===== src/rtl/seq_step_display.sv =====
// seq_step_display: parametrised step sequencer for one active-low 7-segment digit.
// Steps VALUE up or down between 0 and MAX_VAL once every DIV = CLK_HZ/STEP_HZ cycles,
// with wrap or stop-at-end behaviour, pause, and a clamped parallel load.
// Optional feature macro: SEQ_STEP_BLINK_EN blinks the digit while paused or holding.
module seq_step_display #(
    parameter int CLK_HZ  = 50_000_000,
    parameter int STEP_HZ = 1,
    parameter int MAX_VAL = 5,
    parameter int WRAP    = 1
) (
    input  logic       CLOCK_50,
    input  logic       RESET,
    input  logic       EN,
    input  logic       DIR,
    input  logic       LOAD,
    input  logic [3:0] LOAD_VAL,
    output logic [3:0] VALUE,
    output logic [6:0] HEX0,
    output logic       TICK,
    output logic       DONE
);

    localparam int DIV   = CLK_HZ / STEP_HZ;
    localparam int DIV_W = $clog2(DIV);
    localparam logic [3:0]       TOP      = 4'(MAX_VAL);
    localparam logic [DIV_W-1:0] DIV_LAST = DIV_W'(DIV - 1);

    typedef enum logic [1:0] {
        RUN   = 2'd0,
        PAUSE = 2'd1,
        HOLD  = 2'd2
    } state_t;

    state_t           state;
    logic [DIV_W-1:0] div_cnt;
    logic [3:0]       load_clamped;
    logic             at_end;
    logic [6:0]       digit;

    // Loads above the range are pinned to the top; the end test depends on direction.
    assign load_clamped = (LOAD_VAL > TOP) ? TOP : LOAD_VAL;
    assign at_end       = DIR ? (VALUE == TOP) : (VALUE == 4'd0);

    // Sequencer: reset, then load, then the divider/step in RUN, then EN-driven state moves.
    always_ff @(posedge CLOCK_50) begin
        if (RESET) begin
            VALUE   <= DIR ? 4'd0 : TOP;
            div_cnt <= '0;
            TICK    <= 1'b0;
            DONE    <= 1'b0;
            state   <= EN ? RUN : PAUSE;
        end else if (LOAD) begin
            VALUE   <= load_clamped;
            div_cnt <= '0;
            TICK    <= 1'b0;
            DONE    <= 1'b0;
            state   <= EN ? RUN : PAUSE;
        end else begin
            TICK <= 1'b0;
            if (WRAP != 0) begin
                DONE <= 1'b0;
            end
            case (state)
                RUN: begin
                    if (!EN) begin
                        state <= PAUSE;
                    end else if (div_cnt == DIV_LAST) begin
                        div_cnt <= '0;
                        TICK    <= 1'b1;
                        if (at_end) begin
                            DONE <= 1'b1;
                            if (WRAP != 0) begin
                                VALUE <= DIR ? 4'd0 : TOP;
                            end else begin
                                state <= HOLD;
                            end
                        end else begin
                            VALUE <= DIR ? VALUE + 4'd1 : VALUE - 4'd1;
                        end
                    end else begin
                        div_cnt <= div_cnt + 1'b1;
                    end
                end
                PAUSE: begin
                    if (EN) begin
                        state <= RUN;
                    end
                end
                HOLD: begin
                    state <= HOLD;
                end
                default: begin
                    state <= PAUSE;
                end
            endcase
        end
    end

    // Active-low hex decode of the current value, segment order {g,f,e,d,c,b,a}.
    always_comb begin
        digit = 7'b1111111;
        case (VALUE)
            4'h0: digit = 7'b1000000;
            4'h1: digit = 7'b1111001;
            4'h2: digit = 7'b0100100;
            4'h3: digit = 7'b0110000;
            4'h4: digit = 7'b0011001;
            4'h5: digit = 7'b0010010;
            4'h6: digit = 7'b0000010;
            4'h7: digit = 7'b1111000;
            4'h8: digit = 7'b0000000;
            4'h9: digit = 7'b0010000;
            4'hA: digit = 7'b0001000;
            4'hB: digit = 7'b0000011;
            4'hC: digit = 7'b1000110;
            4'hD: digit = 7'b0100001;
            4'hE: digit = 7'b0000110;
            4'hF: digit = 7'b0001110;
            default: digit = 7'b1111111;
        endcase
    end

`ifdef SEQ_STEP_BLINK_EN
    localparam int HALF    = DIV / 2;
    localparam int BLINK_W = $clog2(HALF + 1);
    localparam logic [BLINK_W-1:0] HALF_LAST = BLINK_W'(HALF - 1);

    logic [BLINK_W-1:0] blink_cnt;
    logic               blank;

    // Blink timer: held clear while running so the digit shows first after pausing.
    always_ff @(posedge CLOCK_50) begin
        if (RESET || LOAD || state == RUN) begin
            blink_cnt <= '0;
            blank     <= 1'b0;
        end else if (blink_cnt == HALF_LAST) begin
            blink_cnt <= '0;
            blank     <= ~blank;
        end else begin
            blink_cnt <= blink_cnt + 1'b1;
        end
    end

    assign HEX0 = (blank && state != RUN) ? 7'h7F : digit;
`else
    assign HEX0 = digit;
`endif

endmodule


===== config.mk =====
export PLATFORM = sky130hd
export DESIGN_NAME = seq_step_display
export DESIGN_NICKNAME = d
export VERILOG_FILES = /design/src/rtl/seq_step_display.sv
export SDC_FILE = /design/constraint.sdc
export NUM_CORES = 1
export LEC_CHECK = 0
export CAP_MARGIN = 25
export CORE_MARGIN = 2
export CORE_UTILIZATION = 25
export CTS_BUF_LIST = sky130_fd_sc_hd__clkbuf_8
export DETAILED_ROUTE_END_ITERATION = 6
export PLACE_DENSITY_LB_ADDON = 0.05
export SETUP_SLACK_MARGIN = 0.5
export SLEW_MARGIN = 20
export SYNTH_ARGS = -nofsm -noshare
export SYNTH_HDL_FRONTEND = slang
export SYNTH_SLANG_ARGS = --single-unit

===== constraint.sdc =====
create_clock -name CLOCK_50 -period 1.9 [get_ports CLOCK_50]
set_input_delay 0.285 -clock CLOCK_50 [delete_from_list [all_inputs] [get_ports CLOCK_50]]
set_output_delay 0.285 -clock CLOCK_50 [all_outputs]
set_load 0.05 [all_outputs]

After elaboration in Yosys (flattened, before gate mapping)
Memory sizes are Yosys's and may differ from the RTL's. A register that Yosys moved wholly into a read port is not among the register bits. Cells that the tools add are included.

Output and inout port bits: 13. Word-level logic and storage cells: 50. Input port bits: 9. Latch bits: 0. ROM bits: 112. Flip-flop bits (word level): 34. RAM bits: 0. Memories kept: 1.

Multiplexer cells: 20. Magnitude comparators: 1. $mul: 0. Shift operators: 0. Reductions and logical operators: 11. Bitwise logic cells: 3. Add/sub/neg operators: 3. Equal/unequal tests: 6. Div/mod/pow operators: 0.

Memories: (no name shown) (depth 16, width 7, read ports 1, clocked after memory_dff 1, write ports 0, RTL line 102) `case (VALUE)`.

Operators with widths (number): 4-bit 2-to-1 mux (9); 26-bit by 1-bit adder with 26-bit output (second input constant) (1); 26-bit equality test (second input constant) (1); 26-bit 2-to-1 mux (1); 3-bit nonzero test (3); 2-bit 2-to-1 mux (4); 4-bit != test (second input constant) (2); 2-bit one-hot mux with 3 select lines (1); 5-bit OR reduction (1); 4-bit by 1-bit adder with 4-bit output (second input constant) (1); 4-bit by 3-bit equality test with 1-bit output (second input constant) (1); 4-bit by 3-bit greater-than comparator with 1-bit output (second input constant) (1); 4-bit logical NOT (1); 1-bit 2-to-1 mux (4); 2-bit AND reduction (2); 4-bit OR reduction (1); 4-bit by 1-bit subtractor with 4-bit output (second input constant) (1); 3-bit 2-to-1 mux (1); 1-bit inverter (3); 3-bit AND reduction (1); 2-bit by 1-bit equality test with 1-bit output (second input constant) (1); 2-bit equality test (second input constant) (1); 2-bit logical NOT (1); 2-bit OR reduction (1).

Logic depth before layout (Yosys ltp)
Gate-level depths: netlist (run 1).

Depth after elaboration: 9. Depth in mapped cells: 7. Gate-level depth less buffers: 6.

Least setup slack after synthesis (run 1)
No wires, ideal clock.

Path kind: register to output. Start point: reg VALUE[0] (netlist name). End point: out HEX0[4]. Slack: -819 ps. Path buffers: 0. Required time: 1615 ps. Cell stages (with the launch flop): 6. Arrival: 2434 ps. Cell sequence: edfxtp_1 -> inv_1 -> ha_1 -> nand2_1 -> o21ai_0 -> o21ai_0.

RTL lines: to (decl) (RTL line 18) `output logic [6:0] HEX0,`.

==> impl_metrics.toml, run 1 <==
[yosys]
synth-compound-area-share_pct = 14.8
synth-seq-cells = 34
yosysSeqAreaShare_pct = 34.5
synth_common_cells = "dfxtp_1, nor2_1, a21oi_1"
synth_cell_types = 55
synth_top_area_share_pct = 26.1
ys_warn_count = 0
synthArstFlopShare_pct = 0
synth_ff_type = "dfxtp_1"
synth.most_common_cell = "dfxtp_1"
synth_edf_count = 6
yosys.area_share.xor_xnor_pct = 5.30
synth_mux_area_share_pct = 2.79
synth_fa_ha_area_share_pct = 7.92
yosys.area_share.simple_pct = 30.7
yosys.area.top_type = "dfxtp_1"
syn_avg_cell_area_um2 = 8.77
synth_cells = 245
synth_top_family_by_area = "simple AND/OR/NAND/NOR gates"
syn-num-nets = 267
synth.area.top_cells = "dfxtp_1, edfxtp_1, ha_1"
syn_area_um2 = 2150

[route]
vias = 2177
wl_mm = 6.39
drtIter0Drc = 50
firstDrtPassIters = 4
wl_per_cell_um = 14.2
vias_per_cell = 4.84
drc = 0
antenna_left = 0

[timing]
fin_skew_ns = 0.0104
relSlewSlack_pct = 74.1
drv_slew = 0
tightest_slew_ns = 0.384
setup_ws_ns = -0.116
layout_min_cycle_time_ns = 2.02
hold_violations = 0
finalCritPeriodShare_pct = 106
clock.fmax_mhz = 496
grt_setup_unrepaired = "true"
setup_viol = 24

[setup_path]
cp_data_arrival_time_ns = 1.73
critical_path_peak_fanout = 5
cp-endpoint = "HEX0[3]"
rr_endpoint = "div_cnt[24]"
required_ns = 1.62
ff2ff_path_depth = 8
crit_path_end_kind = "primary output"
worstSetupStartpoint = "VALUE[1]"
startpoint_type = "flip-flop"
critical_path_class = "reg -> out"
ff2ff_setup_slack_ns = -0.05
r2r-start = "state[0]"

[placement]
post-dp-hpwl_mm = 4.77
place_area_um2 = 3160
gp_congestion = 0.786
dp_cells = 416
port-buffer-count = 21
place_ws_ns = -0.284

[final_layout]
syn_to_final_growth_pct = 76.0
finalNetCount = 366
post-route-cell-area_um2 = 3780
drive_gt1_share_pct = 54.8
fill_cells = 834
diodes = 0
finalNonFillerCells = 450
fin_util_pct = 45.8

[min_path]
hold_class = "reg -> reg"

[die]
start_util_pct = 26.0
coreArea_um2 = 8260
io_pins = 22
die-area_um2 = 9360
die_y_um = 96.7
die_w_um = 96.7
num_rows = 33

[cts]
htree_levels = 2
cts_made_buffers = 5
clock-sinks = 34
clk-insertion-delay-late_ns = 0.29
cts_tree = "yes"
holdBufCountCts = 0
cts_buffer_depth = 2
cts-root-buf = "clkbuf_8"
clkTransAtPathRegs_ns = 0.07

[global_routing]
grt_pass1_vias = 2115
grt_first_pass_wirelength_mm = 10.5
overflow = 0
antenna_found_initial = 0
grt_usage_pct = 13.7
grt_max_degree = 16

[power]
switchingPower_mw = 0.749
ir_drop_uv = 330
pwr-share-clk_pct = 24.4
finalPower_mw = 2.28
p_int_mw = 1.53
seqPwrFrac_pct = 33.7
p_leak_nw = 1.40
p_comb_share_pct = 41.8
powerDensity_nw_per_um2 = 602
sw_frac_of_total_pct = 32.9

[run]
maxCapViolCount = 0

[outcome]
violations = "negative setup slack"
outcome = "finished with violations"
[stage by stage]
step,hold WS [ns],setup TNS [ns]
after floorplan,0.362,-0.941
after global placement,0.503,-5.39
after detailed placement,0.503,-7.01
after CTS,0.491,-0.836
after global routing,0.508,-3.93
final,0.492,-1.02
[worst min-delay path by stage]
stage | startpoint | endpoint | slack, ns | depth (start not counted)
2_1_floorplan | LOAD | div_cnt[6] | 0.36 | 1
5_1_grt | div_cnt[19] | div_cnt[19] | 0.51 | 2
6_report | div_cnt[19] | div_cnt[19] | 0.49 | 2
3_3_place_gp | div_cnt[19] | div_cnt[19] | 0.50 | 2
3_5_place_dp | div_cnt[19] | div_cnt[19] | 0.50 | 2
4_1_cts | div_cnt[19] | div_cnt[19] | 0.49 | 2
[cell type report]
class	instances	area (um^2)	share of cell area, %
clock buffers	6	82.6	2.18
repair buffers	102	1010	26.7
inverters	8	32.5	0.860
flip-flops and latches	34	742	19.6
well taps	105	131	3.47
clock inverters	2	8.76	0.231
multi-input cells	193	1780	47.0
[layer usage]
| layer | up-vias | share of wire, % | track usage, % |
|---|---|---|---|
| li1 | 1113 | - | - |
| met3 | 9 | 2.2 | 2.17 |
| met5 | - | 0 | 0 |
| met4 | 0 | 1.9 | 5.09 |
| met1 | 1032 | 45 | 17.2 |
| met2 | 23 | 51 | 23.7 |
[layout by cell type (no fill, tap or decap), drive strengths merged, types with 8 or more instances in the layout]
master	Yosys	layout
buf	5	92
dfxtp	28	28
nor2	21	21
a21oi	18	18
nand2	14	14
ha	12	12
o21ai	12	12
nand4	11	11
nand3	11	11
or3	10	10
or4	9	9
inv	8	9
clkdlybuf4s50	0	8
clkbuf	5	8
[worst max-delay path, cell delays in order (launching register included)]
cell	delay, ns
edfxtp_1	0.45
inv_4	0.13
ha_4	0.17
nor2b_4	0.18
nor3_2	0.06
buf_4	0.15
a31oi_4	0.15
buf_12	0.15
[power groups by stage]
stage          clock network, mW  registers [mW]  logic (mW)
2_1_floorplan                  0           0.822       0.402
3_3_place_gp                   0           0.781       0.771
3_5_place_dp                   0           0.781       0.773
4_1_cts                    0.579           0.766       0.861
5_1_grt                    0.609           0.770        1.01
6_report                   0.557           0.768       0.953
[state kept, by name, summed over array words and instances, names as in the netlist]
name     count
DONE         1
div_cnt     26
VALUE        4
state        2
TICK         1
[cell families (layout without fill, tap and decap cells)]
kind of cell             count (synthesis)  in the layout
AO/OA/AOI/OAI                           50             50
XOR/XNOR                                13             13
adder cells (fa/ha/maj)                 13             13
buffers and inverters                   18            118
flip-flops                              34             34
multiplexers                             6              6
AND/OR/NAND/NOR                        111            111
[timing repair]
item | CTS | global route
resized for setup | 49 | 41
endpoints found under the setup margin | 47 | 49
pin swaps | 23 | 13
setup buffers | 13 | 13
Power figures use the tool's default switching activity.
==> inputs of run 2 (changes only) <==
--- a/config.mk
+++ b/config.mk
@@ -12,7 +12,6 @@
 export DETAILED_ROUTE_END_ITERATION = 6
 export PLACE_DENSITY_LB_ADDON = 0.05
 export SETUP_SLACK_MARGIN = 0.5
-export SLEW_MARGIN = 20
 export SYNTH_ARGS = -nofsm -noshare
 export SYNTH_HDL_FRONTEND = slang
 export SYNTH_SLANG_ARGS = --single-unit
==> results of run 2 <==
The final DEF is identical to that of run 1; final timing and power are the same.
==> inputs of run 3 (changes only) <==
--- a/config.mk
+++ b/config.mk
@@ -12,6 +12,7 @@
 export DETAILED_ROUTE_END_ITERATION = 6
 export PLACE_DENSITY_LB_ADDON = 0.05
 export SETUP_SLACK_MARGIN = 0.5
+export SLEW_MARGIN = 20
 export SYNTH_ARGS = -nofsm -noshare
 export SYNTH_HDL_FRONTEND = slang
 export SYNTH_SLANG_ARGS = --single-unit
==> constraint.sdc (replaced) <==
create_clock -name CLOCK_50 -period 2.6 [get_ports CLOCK_50]
set_input_delay 0.39 -clock CLOCK_50 [delete_from_list [all_inputs] [get_ports CLOCK_50]]
set_output_delay 0.39 -clock CLOCK_50 [all_outputs]
set_load 0.05 [all_outputs]
==> impl_metrics.toml, run 3 (same netlist as run 1, synthesis figures left out) <==
[die]
io_pins = 22
die_w_um = 96.7
die-area_um2 = 9360
num_rows = 33
coreArea_um2 = 8260
die_y_um = 96.7
start_util_pct = 26.0

[timing]
drv_slew = 0
tightest_slew_ns = 0.496
fin_skew_ns = 0.00537
setup_viol = 0
layout_min_cycle_time_ns = 2.08
setup_ws_ns = 0.517
relSlewSlack_pct = 66.8
hold-worst-slack_ns = 0.509
clock.fmax_mhz = 480
hold_violations = 0
setup_tns_ns = 0
finalCritPeriodShare_pct = 80.1
grt_setup_unrepaired = "true"

[placement]
post-dp-hpwl_mm = 4.17
place_area_um2 = 2580
place_ws_ns = 0.222
dp_cells = 368
port-buffer-count = 21
gp_congestion = 0.775

[setup_path]
critPathTopFamily = "flip-flops"
slowest_stage = "edfxtp_1"
cpPeakStageDelay_ns = 0.46
critical_path_peak_fanout = 5
critical_path_class = "reg -> out"
r2r-start = "state[0]"
worstPathCellList = "inv_2 -> ha_4 -> nor2b_4 -> nor3_2 -> a31oi_4 -> buf_12"
cp.buffers_inverters = 2
required_ns = 2.21
crit_path_end_kind = "primary output"
startpoint_type = "flip-flop"
rr_endpoint = "div_cnt[22]"
ff2ff_path_depth = 6
cp_data_arrival_time_ns = 1.69
ff2ff_setup_slack_ns = 0.61
worstSetupStartpoint = "VALUE[1]"

[global_routing]
grt_pass1_vias = 1918
grt_max_degree = 20
antenna_found_initial = 0
grt_usage_pct = 12.8
grt_first_pass_wirelength_mm = 9.80
overflow = 0

[cts]
clock-sinks = 34
cts_made_buffers = 5
clkTransAtPathRegs_ns = 0.07
htree_levels = 2
cts_tree = "yes"
cts-root-buf = "clkbuf_8"
clk-insertion-delay-late_ns = 0.29
holdBufCountCts = 0
cts_buffer_depth = 2

[final_layout]
most-common-layout-cells = "dfxtp_1, buf_4, nor2_1"
post-route-cell-area_um2 = 2900
drive_gt1_share_pct = 27.8
diodes = 0
finalNonFillerCells = 393
fill_cells = 876
top_regs = "div_cnt: 26 flops, VALUE: 4 flops, state: 2 flops"
largest_register = "div_cnt"
layout_commonest_cell = "dfxtp_1"
fin_util_pct = 35.1
largest_reg_flops = 26
syn_to_final_growth_pct = 34.9
finalNetCount = 309

[min_path]
hp-start = "div_cnt[19]"
whs_endpoint = "div_cnt[19]"
hold_class = "reg -> reg"
min_path_cells = 2

[power]
ir_drop_uv = 182
finalPower_mw = 1.46
p_leak_nw = 0.994
powerDensity_nw_per_um2 = 505

[run]
maxCapViolCount = 0

[route]
drtIter0Drc = 110
wl_mm = 5.91
firstDrtPassIters = 4
wl_per_cell_um = 15.0
vias_per_cell = 4.94
antenna_left = 0
vias = 1942
drc = 0

[outcome]
outcome = "complete, no violations"
## run 3: layer usage
layer,vias up,track usage (%),routed length [um]
met5,-,0,0
met4,0,4.01,80
met3,5,2.75,199
met2,35,20.7,2750
met1,904,17.1,2870
li1,998,-,-
## run 3: timing repair
action / 4_1_cts / 5_1_grt
setup endpoints to repair: 15 / 31
gates resized for setup: 9 / 22
buffers inserted: 11 / 6
pin swaps: 2 / 5
## run 3: final cells by class
class	count	area, um^2	share of cell area (%)
multi-input cells	193	1480	51.2
flip-flops and latches	34	741	25.6
repair buffers	45	423	14.6
well taps	105	131	4.53
clock buffers	6	82.6	2.85
inverters	8	30.0	1.04
clock inverters	2	7.51	0.259
## run 3: worst reg2reg max path, delay by kind of cell (launching register included)
family | cells | cell delay [ns]
simple gates | 2 | 0.80
compound gates | 2 | 0.39
buf+inv | 1 | 0.11
flops | 1 | 0.42
fa+ha+maj | 1 | 0.17
## run 3: worst max-delay path by stage
stage                  end  slack, ns  cells past startpoint
2_1_floorplan      HEX0[4]       0.44                      5
3_3_place_gp      VALUE[2]       0.23                      6
3_5_place_dp   div_cnt[22]       0.22                      5
4_1_cts            HEX0[0]       0.41                      6
5_1_grt            HEX0[3]       0.47                      6
6_report           HEX0[3]       0.52                      6
## run 3: power breakdown
part | total, mW | internal (mW) | switching, mW
sequential | 0.562 | 0.550 | 0.0126
clock | 0.406 | 0.208 | 0.198
combinational | 0.496 | 0.213 | 0.283
